===== src/rtl/riscv_constants.sv =====
// ----------------------------------------------------------------------------
// riscv_constants.sv
// Purpose : RV32I opcode, funct3 and funct7 field values used by the
//           instruction encoder, plus the canonical NOP word.
// Ports   : none (macro definitions only).
// ----------------------------------------------------------------------------
`ifndef RISCV_CONSTANTS_SV
`define RISCV_CONSTANTS_SV

`define RV_OPC_OP      7'b0110011
`define RV_OPC_OP_IMM  7'b0010011
`define RV_OPC_LOAD    7'b0000011
`define RV_OPC_STORE   7'b0100011
`define RV_OPC_JAL     7'b1101111
`define RV_OPC_BRANCH  7'b1100011

`define RV_F3_ADD      3'b000
`define RV_F3_SLT      3'b010
`define RV_F3_ADDI     3'b000
`define RV_F3_LW       3'b010
`define RV_F3_SW       3'b010
`define RV_F3_BEQ      3'b000

`define RV_F7_BASE     7'b0000000

// addi x0, x0, 0
`define RV_NOP         32'h00000013

`endif


===== src/rtl/riscv_defs.sv =====
// ----------------------------------------------------------------------------
// riscv_defs.sv
// Purpose : Shared type definitions for the RV32I encoder: the symbolic
//           request opcode (ENC_OP) and the encoder control states.
// Ports   : none (package).
// ----------------------------------------------------------------------------
package riscv_defs;

    // Symbolic op carried on req_op_i; value 7 is reserved as illegal so that
    // every 3-bit pattern maps onto a named member.
    typedef enum logic [2:0] {
        OP_ADD     = 3'd0,
        OP_SLT     = 3'd1,
        OP_ADDI    = 3'd2,
        OP_LW      = 3'd3,
        OP_SW      = 3'd4,
        OP_JAL     = 3'd5,
        OP_BEQ     = 3'd6,
        OP_ILLEGAL = 3'd7
    } ENC_OP;

    typedef enum logic [1:0] {
        ST_IDLE  = 2'd0,
        ST_RUN   = 2'd1,
        ST_DRAIN = 2'd2
    } ENC_STATE;

endpackage


===== src/rtl/riscv_inst_pack.sv =====
// ----------------------------------------------------------------------------
// riscv_inst_pack.sv
// Purpose : Combinational RV32I field packer. Slices the immediate into the
//           R/I/S/B/J layouts and range-checks it. Any illegal op or
//           out-of-range immediate yields bad_o=1 and the NOP word.
// Ports   : op_i   symbolic op (ENC_OP)
//           rd_i, rs1_i, rs2_i  register numbers
//           imm_i  signed immediate (byte offset for JAL/BEQ)
//           word_o encoded instruction
//           bad_o  request could not be encoded
// ----------------------------------------------------------------------------
`ifndef RISCV_CONSTANTS_SV
`include "riscv_constants.sv"
`endif

module riscv_inst_pack
    import riscv_defs::*;
(
    input  ENC_OP       op_i,
    input  logic [4:0]  rd_i,
    input  logic [4:0]  rs1_i,
    input  logic [4:0]  rs2_i,
    input  logic [31:0] imm_i,
    output logic [31:0] word_o,
    output logic        bad_o
);

    logic fits_i;
    logic fits_b;
    logic fits_j;

    // A value fits in an N-bit signed field when every bit above the field's
    // sign bit equals that sign bit. Branch and jump offsets must also be even.
    assign fits_i = (imm_i[31:11] == {21{imm_i[11]}});
    assign fits_b = (imm_i[31:12] == {20{imm_i[12]}}) && !imm_i[0];
    assign fits_j = (imm_i[31:20] == {12{imm_i[20]}}) && !imm_i[0];

    always_comb begin
        word_o = `RV_NOP;
        bad_o  = 1'b0;
        case (op_i)
            OP_ADD:  word_o = {`RV_F7_BASE, rs2_i, rs1_i, `RV_F3_ADD, rd_i, `RV_OPC_OP};
            OP_SLT:  word_o = {`RV_F7_BASE, rs2_i, rs1_i, `RV_F3_SLT, rd_i, `RV_OPC_OP};
            OP_ADDI: begin
                if (fits_i) word_o = {imm_i[11:0], rs1_i, `RV_F3_ADDI, rd_i, `RV_OPC_OP_IMM};
                else        bad_o  = 1'b1;
            end
            OP_LW: begin
                if (fits_i) word_o = {imm_i[11:0], rs1_i, `RV_F3_LW, rd_i, `RV_OPC_LOAD};
                else        bad_o  = 1'b1;
            end
            OP_SW: begin
                if (fits_i) word_o = {imm_i[11:5], rs2_i, rs1_i, `RV_F3_SW, imm_i[4:0], `RV_OPC_STORE};
                else        bad_o  = 1'b1;
            end
            OP_JAL: begin
                if (fits_j) word_o = {imm_i[20], imm_i[10:1], imm_i[11], imm_i[19:12], rd_i, `RV_OPC_JAL};
                else        bad_o  = 1'b1;
            end
            OP_BEQ: begin
                if (fits_b) word_o = {imm_i[12], imm_i[10:5], rs2_i, rs1_i, `RV_F3_BEQ,
                                      imm_i[4:1], imm_i[11], `RV_OPC_BRANCH};
                else        bad_o  = 1'b1;
            end
            default: bad_o = 1'b1;
        endcase
    end

endmodule


===== src/rtl/riscv_inst_encoder.sv =====
// ----------------------------------------------------------------------------
// riscv_inst_encoder.sv
// Purpose : Streaming RV32I encoder used by the program loader. Accepts
//           symbolic requests over valid/ready and writes the encoded words
//           to instruction memory at base, base+4, base+8, ...
// Ports   : clk, rst_n                 clock, async active-low reset
//           start_i, base_addr_i       begin a program (IDLE only), first address
//           req_valid_i/req_ready_o    request handshake
//           req_op_i, req_rd_i, req_rs1_i, req_rs2_i, req_imm_i, req_last_i
//           wr_valid_o/wr_ready_i      imem write handshake
//           wr_addr_o, wr_data_o       imem write address / encoded word
//           busy_o, done_o             not idle / one-cycle completion pulse
//           err_o, err_addr_o          sticky error flag / first bad word address
//           word_cnt_o                 requests accepted since start
// ----------------------------------------------------------------------------
module riscv_inst_encoder
    import riscv_defs::*;
#(
    parameter int ADDR_W = 32,
    parameter int CNT_W  = 16
)(
    input  logic              clk,
    input  logic              rst_n,
    input  logic              start_i,
    input  logic [ADDR_W-1:0] base_addr_i,
    input  logic              req_valid_i,
    output logic              req_ready_o,
    input  logic [2:0]        req_op_i,
    input  logic [4:0]        req_rd_i,
    input  logic [4:0]        req_rs1_i,
    input  logic [4:0]        req_rs2_i,
    input  logic [31:0]       req_imm_i,
    input  logic              req_last_i,
    output logic              wr_valid_o,
    input  logic              wr_ready_i,
    output logic [ADDR_W-1:0] wr_addr_o,
    output logic [31:0]       wr_data_o,
    output logic              busy_o,
    output logic              done_o,
    output logic              err_o,
    output logic [ADDR_W-1:0] err_addr_o,
    output logic [CNT_W-1:0]  word_cnt_o
);

    ENC_STATE          state_q,    state_d;
    logic [ADDR_W-1:0] base_q,     base_d;
    logic [CNT_W-1:0]  cnt_q,      cnt_d;
    logic              wr_valid_q, wr_valid_d;
    logic [ADDR_W-1:0] wr_addr_q,  wr_addr_d;
    logic [31:0]       wr_data_q,  wr_data_d;
    logic              err_q,      err_d;
    logic [ADDR_W-1:0] err_addr_q, err_addr_d;
    logic              done_q,     done_d;

    logic              req_ready;
    logic              accept;
    logic              out_free;
    logic [ADDR_W-1:0] next_addr;
    logic [31:0]       pack_word;
    logic              pack_bad;

    riscv_inst_pack u_pack (
        .op_i   (ENC_OP'(req_op_i)),
        .rd_i   (req_rd_i),
        .rs1_i  (req_rs1_i),
        .rs2_i  (req_rs2_i),
        .imm_i  (req_imm_i),
        .word_o (pack_word),
        .bad_o  (pack_bad)
    );

    // The single output register can take a new word when it is empty or is
    // being drained this cycle, so a steady stream has no bubbles.
    assign out_free  = !wr_valid_q || wr_ready_i;
    assign req_ready = (state_q == ST_RUN) && out_free;
    assign accept    = req_valid_i && req_ready;

    // Counter is zero-extended before the shift so both wraps are modular.
    assign next_addr = base_q + (ADDR_W'(cnt_q) << 2);

    always_comb begin
        state_d    = state_q;
        base_d     = base_q;
        cnt_d      = cnt_q;
        wr_valid_d = wr_valid_q;
        wr_addr_d  = wr_addr_q;
        wr_data_d  = wr_data_q;
        err_d      = err_q;
        err_addr_d = err_addr_q;
        done_d     = 1'b0;

        case (state_q)
            ST_IDLE: begin
                if (start_i) begin
                    state_d    = ST_RUN;
                    base_d     = base_addr_i;
                    cnt_d      = '0;
                    err_d      = 1'b0;
                    err_addr_d = '0;
                end
            end
            ST_RUN: begin
                if (accept && req_last_i) state_d = ST_DRAIN;
            end
            ST_DRAIN: begin
                if (out_free) begin
                    state_d = ST_IDLE;
                    done_d  = 1'b1;
                end
            end
            default: state_d = ST_IDLE;
        endcase

        if (wr_valid_q && wr_ready_i) wr_valid_d = 1'b0;

        // A bad request still occupies its slot (as a NOP) so later addresses
        // stay aligned with the request stream.
        if (accept) begin
            wr_valid_d = 1'b1;
            wr_addr_d  = next_addr;
            wr_data_d  = pack_word;
            cnt_d      = cnt_q + CNT_W'(1);
            if (pack_bad) begin
                err_d = 1'b1;
                if (!err_q) err_addr_d = next_addr;
            end
        end
    end

    always_ff @(posedge clk or negedge rst_n) begin
        if (!rst_n) begin
            state_q    <= ST_IDLE;
            base_q     <= '0;
            cnt_q      <= '0;
            wr_valid_q <= 1'b0;
            wr_addr_q  <= '0;
            wr_data_q  <= '0;
            err_q      <= 1'b0;
            err_addr_q <= '0;
            done_q     <= 1'b0;
        end else begin
            state_q    <= state_d;
            base_q     <= base_d;
            cnt_q      <= cnt_d;
            wr_valid_q <= wr_valid_d;
            wr_addr_q  <= wr_addr_d;
            wr_data_q  <= wr_data_d;
            err_q      <= err_d;
            err_addr_q <= err_addr_d;
            done_q     <= done_d;
        end
    end

    assign req_ready_o = req_ready;
    assign wr_valid_o  = wr_valid_q;
    assign wr_addr_o   = wr_addr_q;
    assign wr_data_o   = wr_data_q;
    assign busy_o      = (state_q != ST_IDLE);
    assign done_o      = done_q;
    assign err_o       = err_q;
    assign err_addr_o  = err_addr_q;
    assign word_cnt_o  = cnt_q;

endmodule


===== config.mk =====
export PLATFORM = sky130hd
export DESIGN_NAME = riscv_inst_encoder
export DESIGN_NICKNAME = d
export VERILOG_FILES = /design/src/rtl/riscv_defs.sv /design/src/rtl/riscv_inst_pack.sv /design/src/rtl/riscv_inst_encoder.sv
export VERILOG_INCLUDE_DIRS = /design/src /design/src/rtl
export SDC_FILE = /design/constraint.sdc
export NUM_CORES = 1
export LEC_CHECK = 0
export BUFFER_PORTS_ARGS = -buffer_cell sky130_fd_sc_hd__buf_2
export CORE_MARGIN = 1
export CORE_UTILIZATION = 47
export CTS_CLUSTER_SIZE = 10
export DETAILED_ROUTE_END_ITERATION = 10
export HOLD_SLACK_MARGIN = 0.05
export PLACE_DENSITY = 0.81
export SLEW_MARGIN = 20
export SYNTH_ARGS = -nofsm -noshare
export SYNTH_HDL_FRONTEND = slang
export SYNTH_SLANG_ARGS = --single-unit
export TNS_END_PERCENT = 1

===== constraint.sdc =====
create_clock -name clk -period 2.55 [get_ports clk]
set_input_delay 0.3825 -clock clk [delete_from_list [all_inputs] [get_ports clk]]
set_output_delay 0.3825 -clock clk [all_outputs]
set_load 0.02 [all_outputs]

After elaboration in Yosys (flattened, before gate mapping)
Cells that the tools add are included.
Widths: inputs -> output; s select.
{ "totals": {"ff_bits": 149, "in_bits": 88, "elab_cells": 75} }
{ "op_classes": {"n_mux": 30, "n_addsub": 2, "eq_ne": 14, "n_reduce_logical": 20} }
{ "ops": {"columns": ["op", "count"], "rows": [
  ["$mux 32", 10],
  ["$pmux 32 s7", 1],
  ["$mux 16", 3],
  ["$add 32x18->32", 1],
  ["$eq 20x20->1", 1],
  ["$eq 19x19->1", 1],
  ["$add 16x1->16 const B", 1],
  ["$eq 11x11->1", 1],
  ["$mux 1", 11],
  ["$eq 3x3->1 const B", 3],
  ["$reduce_bool 2->1", 4],
  ["$eq 3x2->1 const B", 2],
  ["$logic_and 1x1->1", 6],
  ["$mux 2", 3],
  ["$pmux 2 s3", 1],
  ["$ne 2x2->1 const B", 2],
  ["$pmux 1 s4", 1],
  ["$reduce_and 2->1", 2],
  ["$eq 3x1->1 const B", 1],
  ["$logic_not 3->1", 1],
  ["$reduce_and 3->1", 1],
  ["$reduce_or 3->1", 1],
  ["$eq 2x1->1 const B", 1],
  ["$eq 2x2->1 const B", 1],
  ["5 further kinds", 6]
]} }

Longest topological paths before layout
Gate-level depths: netlist of the first run.
{ "depth": {"word_depth": 7, "depth_mapped": 12} }

By module
Synthesis of the first run repeated with hierarchy kept, for this count alone.
{ "hier_totals": {"cells_unflattened": 822, "area_unflattened_um2": 7746.2} }
{ "modules_own_cells": {"columns": ["mod", "area_each_um2", "cells_each", "instances", "seq_area_each_um2"], "rows": [
  ["riscv_inst_encoder", 7014.2, 715, 1, 3728.6],
  ["riscv_inst_pack", 732.0, 107, 1, 0.0]
]} }

Worst setup path after synthesis of the first run
OpenSTA, ideal clock, no wires.
{ "synth_path": {"path_type": "register to register", "startpoint": "reg wr_valid_q (netlist: wr_valid_o)", "endpoint": "reg cnt_q[10] (netlist: word_cnt_o[10])", "path_stages_with_launch": 10, "path_slack_ps": -246, "n_path_buf": 2, "arrival_time_ps": 2660, "setup_time_ps": 135, "cell_sequence": "dfrtp_1 -> nor2b_1 -> nor3b_1 -> and2_1 -> clkbuf_1 -> nand2_1 -> or3_1 -> clkbuf_1 -> o211ai_1 -> o31ai_1"} }
{ "synth_via": {"elab_chain_cells": 6, "word_cells_on_any_way": 8} }
{ "synth_lines": {"columns": ["element", "line_no", "source"], "rows": [
  ["start: declaration", "riscv_inst_encoder.sv:48", "logic wr_valid_q, wr_valid_d;"],
  ["start signal: assignment", "riscv_inst_encoder.sv:145", "wr_valid_q <= wr_valid_d;"],
  ["$logic_not 1->1 (*)", "riscv_inst_encoder.sv:74", "assign out_free = !wr_valid_q || wr_ready_i;"],
  ["$logic_or 1x1->1 (*)", "riscv_inst_encoder.sv:74", null],
  ["$logic_and 1x1->1 (*)", "riscv_inst_encoder.sv:75", "assign req_ready = (state_q == ST_RUN) && out_free;"],
  ["named net req_ready_o", "riscv_inst_encoder.sv:27", "output logic req_ready_o,"],
  ["$logic_and 1x1->1 (*)", "riscv_inst_encoder.sv:76", "assign accept = req_valid_i && req_ready;"],
  ["$reduce_bool 2->1 (no source line)", null, null],
  ["$reduce_and 2->1 (no source line)", null, null],
  ["end signal: assignment", "riscv_inst_encoder.sv:144", "cnt_q <= cnt_d;"],
  ["end: declaration", "riscv_inst_encoder.sv:47", "logic [CNT_W-1:0] cnt_q, cnt_d;"]
]} }
Mark *: on every way through the listed nets, which the timed path passes. The rest lies on a longest branch.
A chain may end at the register's enable or synchronous reset.

Worst setup path in the final report of the first run
{ "layout_path": {"startpoint": "reg cnt_q[6] (netlist: word_cnt_o[6])", "endpoint": "reg wr_addr_q[31] (netlist: wr_addr_o[31])"} }
{ "layout_via": {"elab_chain_cells": 1} }
{ "layout_lines": {"columns": ["element", "line_no", "source"], "rows": [
  ["$add 32x18->32", "riscv_inst_encoder.sv:79", "assign next_addr = base_q + (ADDR_W'(cnt_q) << 2);"],
  ["end signal: assignment", "riscv_inst_encoder.sv:146", "wr_addr_q <= wr_addr_d;"],
  ["end: declaration", "riscv_inst_encoder.sv:49", "logic [ADDR_W-1:0] wr_addr_q, wr_addr_d;"]
]} }
Every way passes these cells.

==> results of run 1 <==
-- worst reg2reg max path, delay by kind of cell, from the launching register on --
kind,cells,cell delay (ns)
compound gates,3,0.57
xor+xnor,1,0.17
fa+ha+maj,1,0.38
buf+inv,1,0.19
flops,1,0.39
mux,1,0.27
simple gates,3,0.38
-- per-stage QoR --
step | std cells | setup WS (ns)
final | 1160 | 0.0897
after global routing | 1160 | -0.0680
after CTS | 1158 | -0.000711
after detailed placement | 1124 | -0.339
after global placement | 1124 | -0.205
after floorplan | 717 | -0.246
-- where the power goes --
group | internal, mW | leakage [nW] | total, mW | switching, mW
Clock | 1.27 | 0.258 | 2.31 | 1.04
Combinational | 1.46 | 2.59 | 3.74 | 2.28
Sequential | 3.15 | 1.88 | 3.68 | 0.536
-- synth_stat cells, drive strengths merged (14+ instances only) --
cell / n
nand3: 23
xor2: 15
a21oi: 23
mux2i: 28
nand2: 130
clkbuf: 27
mux2: 33
ha: 17
nor2: 31
o21ai: 71
dfrtp: 147
and3: 14
-- how the worst max path moves through the flow --
stage / end / cells past startpoint / slack [ns] / startpoint
floorplan: wr_addr_o[30]$_DFFE_PN0P_ / 12 / -0.25 / word_cnt_o[0]$_DFFE_PN0P_
global placement: wr_addr_o[26]$_DFFE_PN0P_ / 11 / -0.21 / word_cnt_o[0]$_DFFE_PN0P_
detailed placement: wr_addr_o[30]$_DFFE_PN0P_ / 11 / -0.34 / word_cnt_o[0]$_DFFE_PN0P_
CTS: wr_addr_o[16]$_DFFE_PN0P_ / 12 / -0.0007 / base_q[2]$_DFFE_PN0P_
global route: wr_addr_o[31]$_DFFE_PN0P_ / 10 / -0.07 / base_q[7]$_DFFE_PN0P_
finish: wr_addr_o[31]$_DFFE_PN0P_ / 10 / 0.09 / word_cnt_o[6]$_DFFE_PN0P_
-- cells by family (layout without fill, tap and decap cells) --
kind of cell               after synthesis  in the layout  share of synthesized area
and+or+nand+nor                        252            252                      0.163
xor gates and xnor gates                27             27                     0.0327
DFF                                    147            147                      0.509
buffers and inverters                   50            309                     0.0312
muxes                                   61             61                     0.0903
adders and majority gates               18             18                     0.0322
AOI/OAI and AO/OA                      162            162                      0.141
-- registers in the layout, summed over array words and instances, names as in the netlist --
register and count:
err_addr_o 32, base_q 32, done_o 1, word_cnt_o 16
err_o 1, state_q 2, wr_valid_o 1, wr_addr_o 32
wr_data_o 30
-- timing repair --
item                       in CTS  in global routing
resized for setup               7                  9
cloned                          0                  0
setup endpoints to repair      21                 31
buffers inserted                1                  2
pin swaps                       2                  8
hold endpoints to repair       59                  0
hold buffers                    1                  0
-- layer usage --
metal  vias up  routed length [um]  track usage
met4         0                 459       0.0964
met5         -                   0            0
met3        35                1010       0.0641
met1      3070                8370        0.327
li1       3057                   -            -
met2       208                9070        0.387
-- final cells by class --
| class | instances | area [um^2] |
|---|---|---|
| Clock buffer | 17 | 425 |
| Clock inverter | 15 | 123 |
| Fill cell | 1177 | 5310 |
| Inverter | 14 | 52.6 |
| Multi-Input combinational cell | 520 | 3400 |
| Sequential cell | 147 | 3680 |
| Tap cell | 184 | 230 |
| Timing Repair Buffer | 263 | 1540 |
==> flow_metrics.env, run 1 <==
export IMPL_synth_edff_count=0
export IMPL_place_hpwl_mm=13.9
export IMPL_stdcell_area_um2=9450
export IMPL_final_cell_mix="buf_2, dfrtp_1, nand2_1"
export IMPL_grt_usage=0.246
export IMPL_first_pass_iters=5
export IMPL_placed_area_um2=8800
export IMPL_root_buffer="clkbuf_16"
export IMPL_worstSetupStartpointType="flop"
export IMPL_synth_seq_cells=147
export IMPL_die_x_um=126
export IMPL_fin_setup_tns_ns=0
export IMPL_synth_top_cell_area_share=0.509
export IMPL_cts_sinks=147
export IMPL_drive_gt1_frac=0.360
export IMPL_synth_distinct_cells=58
export IMPL_worstPathRequired_ns=2.85
export IMPL_drv_slew=0
export IMPL_crit_fanout=6
export IMPL_grt_max_degree=63
export IMPL_p_per_area_nw_per_um2=1030
export IMPL_status="complete, no violations"
export IMPL_path_cells="ha_1, a21oi_1, nand3_1, nor2_4, o211ai_1, a31oi_1, buf_4, nor2_1, xor2_1, mux2_2"
export IMPL_antennaDiodeCount=0
export IMPL_r2r_end="wr_addr_o[31]$_DFFE_PN0P_"
export IMPL_period_share=0.965
export IMPL_mostFrequentLayoutCell="buf_2"
export IMPL_reg2reg_setup_slack_ns=0.09
export IMPL_routed_wl_mm=18.9
export IMPL_io_buffers=204
export IMPL_worstHoldPathCells=2
export IMPL_drc=0
export IMPL_grt_pass1_wl_mm=30.8
export IMPL_cp_slowest_cell="dfrtp_1"
export IMPL_cp_arrival_ns=2.76
export IMPL_crit_buf_inv=1
export IMPL_max_stage_delay_ns=0.39
export IMPL_rsz0062_at_grt="yes"
export IMPL_r2r_start="word_cnt_o[6]$_DFFE_PN0P_"
export IMPL_fin_skew_ns=0.00927
export IMPL_area_growth_pct=30.8
export IMPL_p_leak_nw=4.73
export IMPL_worst_slew_pin_slew_ns=0.583
export IMPL_syn_num_nets=823
export IMPL_async_reset_ff_frac=1.00
export IMPL_yosysTopAreaCell="dfrtp_1"
export IMPL_routedWlPerCell_um=16.3
export IMPL_cts_path_max_buffers=2
export IMPL_syn_inst=717
export IMPL_place_congestion=0.917
export IMPL_ios=205
export IMPL_hold_viol=0
export IMPL_yosysSeqAreaShare=0.509
export IMPL_fmax_ghz=0.406
export IMPL_netlist_area_um2=7220
export IMPL_max_cap_viol_count=0
export IMPL_finalSetupViolCount=0
export IMPL_cts_tree="yes"
export IMPL_clock_latency_ns=0.42
export IMPL_endpoint_kind="flop"
export IMPL_worstRegToRegCells=10
export IMPL_clk_pin_slew_ns=0.06
export IMPL_min_path_type="in -> reg"
export IMPL_power_mw=9.73
export IMPL_synth_area_leaders="dfrtp_1, nand2_1, mux2_2, o21ai_0, mux2i_1"
export IMPL_viasPerCell=5.49
export IMPL_period_minus_slack_ns=2.46
export IMPL_core_um2=14800
export IMPL_worstSetupPathType="reg -> reg"
export IMPL_antenna_found_initial=0
export IMPL_min_from="req_imm_i[6]"
export IMPL_hold_path_end="wr_data_o[26]$_DFFE_PN0P_"
export IMPL_postSynthAreaPerCell_um2=10.1
export IMPL_drt_initial_drc_count=455
export IMPL_cts_max_level=4
export IMPL_grt_overflow=0
export IMPL_whs_ns=0.181
export IMPL_final_util=0.640
export IMPL_num_nets_final=1069
export IMPL_ys_flop_type="dfrtp_1"
export IMPL_fp_row_count=44
export IMPL_ant_nets=0
export IMPL_cts_made_buffers=17
export IMPL_grt_pass1_vias=6105
export IMPL_vias=6370
export IMPL_initial_core_util=0.489
export IMPL_dieArea_um2=15900
export IMPL_ir_worst_vdd_v=0.000792
export IMPL_die_h_um=126
export IMPL_critical_path_top_delay_family="compound AO/OA/AOI/OAI gates"
export IMPL_yosys_warnings=0
export IMPL_slew_headroom=0.611
Power figures use the tool's default switching activity.
==> run 2: changes to the inputs <==
--- a/config.mk
+++ b/config.mk
@@ -12,7 +12,8 @@
 export CTS_CLUSTER_SIZE = 10
 export DETAILED_ROUTE_END_ITERATION = 10
 export HOLD_SLACK_MARGIN = 0.05
-export PLACE_DENSITY = 0.81
+export PLACE_DENSITY = 0.77
+export RECOVER_POWER = 100
 export SLEW_MARGIN = 20
 export SYNTH_ARGS = -nofsm -noshare
 export SYNTH_HDL_FRONTEND = slang
==> flow_metrics.env, run 2 (synthesis results as in run 1) <==
export IMPL_status="complete, but fails checks"
export IMPL_violations="capacitance limit, slew limit, setup timing"
export IMPL_die_h_um=126
export IMPL_hold_viol=0
export IMPL_antenna_found_initial=1
export IMPL_r2r_end="wr_addr_o[24]$_DFFE_PN0P_"
export IMPL_cts_path_max_buffers=2
export IMPL_ir_worst_vdd_v=0.000721
export IMPL_worst_slack_ns=-0.0252
export IMPL_max_cap_viol_count=1
export IMPL_worstRegToRegCells=11
export IMPL_grt_max_degree=74
export IMPL_num_nets_final=1079
export IMPL_crit_fanout=7
export IMPL_period_share=1.01
export IMPL_core_um2=14800
export IMPL_endpoint_kind="flop"
export IMPL_ios=205
export IMPL_min_path_type="in -> reg"
export IMPL_grt_pass1_vias=6144
export IMPL_placed_cells=1134
export IMPL_fmax_ghz=0.388
export IMPL_ant_nets=0
export IMPL_period_minus_slack_ns=2.58
export IMPL_place_congestion=0.889
export IMPL_grt_overflow=0
export IMPL_drv_slew=74
export IMPL_r2r_start="word_cnt_o[0]$_DFFE_PN0P_"
export IMPL_initial_core_util=0.489
export IMPL_worstHoldPathCells=2
export IMPL_cts_sinks=147
export IMPL_fp_row_count=44
export IMPL_worstSetupStartpointType="flop"
export IMPL_p_leak_nw=4.34
export IMPL_grt_pass1_wl_mm=30.9
export IMPL_slew_headroom=-0.248
export IMPL_clk_pin_slew_ns=0.06
export IMPL_seq_area_um2=3680
export IMPL_worst_slew_pin_slew_ns=1.87
export IMPL_multiInputGateArea_um2=3390
export IMPL_layoutNonFillerInstCount=1171
export IMPL_drive_gt1_frac=0.246
export IMPL_viasPerCell=5.40
export IMPL_dp_worst_setup_slack_ns=-0.239
export IMPL_final_util=0.636
export IMPL_cts_tree="yes"
export IMPL_drt_initial_drc_count=344
export IMPL_io_buffers=204
export IMPL_cp_arrival_ns=2.85
export IMPL_die_x_um=126
export IMPL_cts_made_buffers=17
export IMPL_crit_path_start="word_cnt_o[0]$_DFFE_PN0P_"
export IMPL_vias=6326
export IMPL_drc=0
export IMPL_hold_path_end="wr_data_o[25]$_DFFE_PN0P_"
export IMPL_p_per_area_nw_per_um2=1050
export IMPL_mostFrequentLayoutCell="dfrtp_1"
export IMPL_cts_max_level=4
export IMPL_area_growth_pct=30.0
export IMPL_root_buffer="clkbuf_16"
export IMPL_worstSetupPathType="reg -> reg"
export IMPL_routed_wl_mm=19.2
export IMPL_first_pass_iters=5
export IMPL_dieArea_um2=15900
export IMPL_clock_latency_ns=0.42
export IMPL_worstPathRequired_ns=2.83
export IMPL_finalSetupViolCount=3
export IMPL_reg2reg_setup_slack_ns=-0.03
export IMPL_grt_usage=0.249
export IMPL_min_from="req_imm_i[5]"
export IMPL_fillers=1308
export IMPL_fin_skew_ns=0.00593
export IMPL_place_hpwl_mm=14.1
export IMPL_power_mw=9.89
export IMPL_routedWlPerCell_um=16.4
export IMPL_rsz0062_at_grt="yes"
export IMPL_final_cell_mix="dfrtp_1, nand2_1, clkbuf_1"
run 2: cell count changes in the layout (fill, tap and decap cells not counted), moves of 3 or more:
cell	previous run	this run
buf_2	203	87
buf_4	53	61
bufinv_16	0	3
clkbuf_1	0	118
clkbuf_2	0	3
inv_6	7	2
run 2: how the worst max path moves through the flow:
stage                                           end  slack (ns)  cells after the start
after floorplan           wr_addr_o[30]$_DFFE_PN0P_       -0.25                     12
after global placement    wr_data_o[21]$_DFFE_PN0P_       -0.25                     11
after detailed placement   err_addr_o[28]$_DFF_PN0_       -0.24                      9
after CTS                 wr_addr_o[24]$_DFFE_PN0P_       -0.01                     11
after global routing      wr_addr_o[30]$_DFFE_PN0P_       -0.12                     11
final                     wr_addr_o[24]$_DFFE_PN0P_       -0.03                     11
run 2: stage by stage:
| stage | area, um^2 | setup TNS [ns] | hold WS (ns) |
|---|---|---|---|
| after floorplan | 7230 | -3.65 | 0.0869 |
| after global placement | 8870 | -10.28 | 0.446 |
| after detailed placement | 8870 | -13.07 | 0.452 |
| after CTS | 9510 | -0.0112 | 0.161 |
| after global routing | 9390 | -3.72 | 0.163 |
| final | 9390 | -0.0519 | 0.174 |
run 2: layout make-up:
type,count,area share
sequential,147,0.392
clock buffer,20,0.0486
timing repair buffer,273,0.152
multi-input combinational,520,0.361
tap,184,0.0245
antenna,1,0.000266
clock inverter,12,0.0164
inverter,14,0.00560
run 2: metal layers:
layer	track usage	vias up	part of all wire
met5	0	-	0
met4	0.0936	0	0.020
met3	0.0540	33	0.042
met2	0.407	159	0.49
met1	0.325	3063	0.45
li1	-	3071	-
run 2: critical path, stage by stage, from the launching register on:
cell and delay, ns:
dfrtp_1 0.38, ha_2 0.19, inv_2 0.06, fa_2 0.21, nor2b_2 0.05, o31a_1 0.33, o41ai_4 0.35, o21ai_2 0.15
a21bo_4 0.27, nand4_1 0.13, xor2_1 0.20, o21ai_0 0.10
run 2: timing repair:
item | in CTS | in global routing
hold buffers | 1 | 0
hold endpoints to repair | 70 | 0
gates resized for setup | 3 | 15
pin swaps | 2 | 16
setup buffers | 0 | 3
endpoints found under the setup margin | 22 | 30
run 2: power by group:
part	total [mW]	switching, mW	leakage [nW]	internal (mW)
combinational	3.63	2.28	2.17	1.34
sequential	3.70	0.553	1.88	3.15
clock	2.57	0.975	0.293	1.59
total	9.89	3.81	4.34	6.08
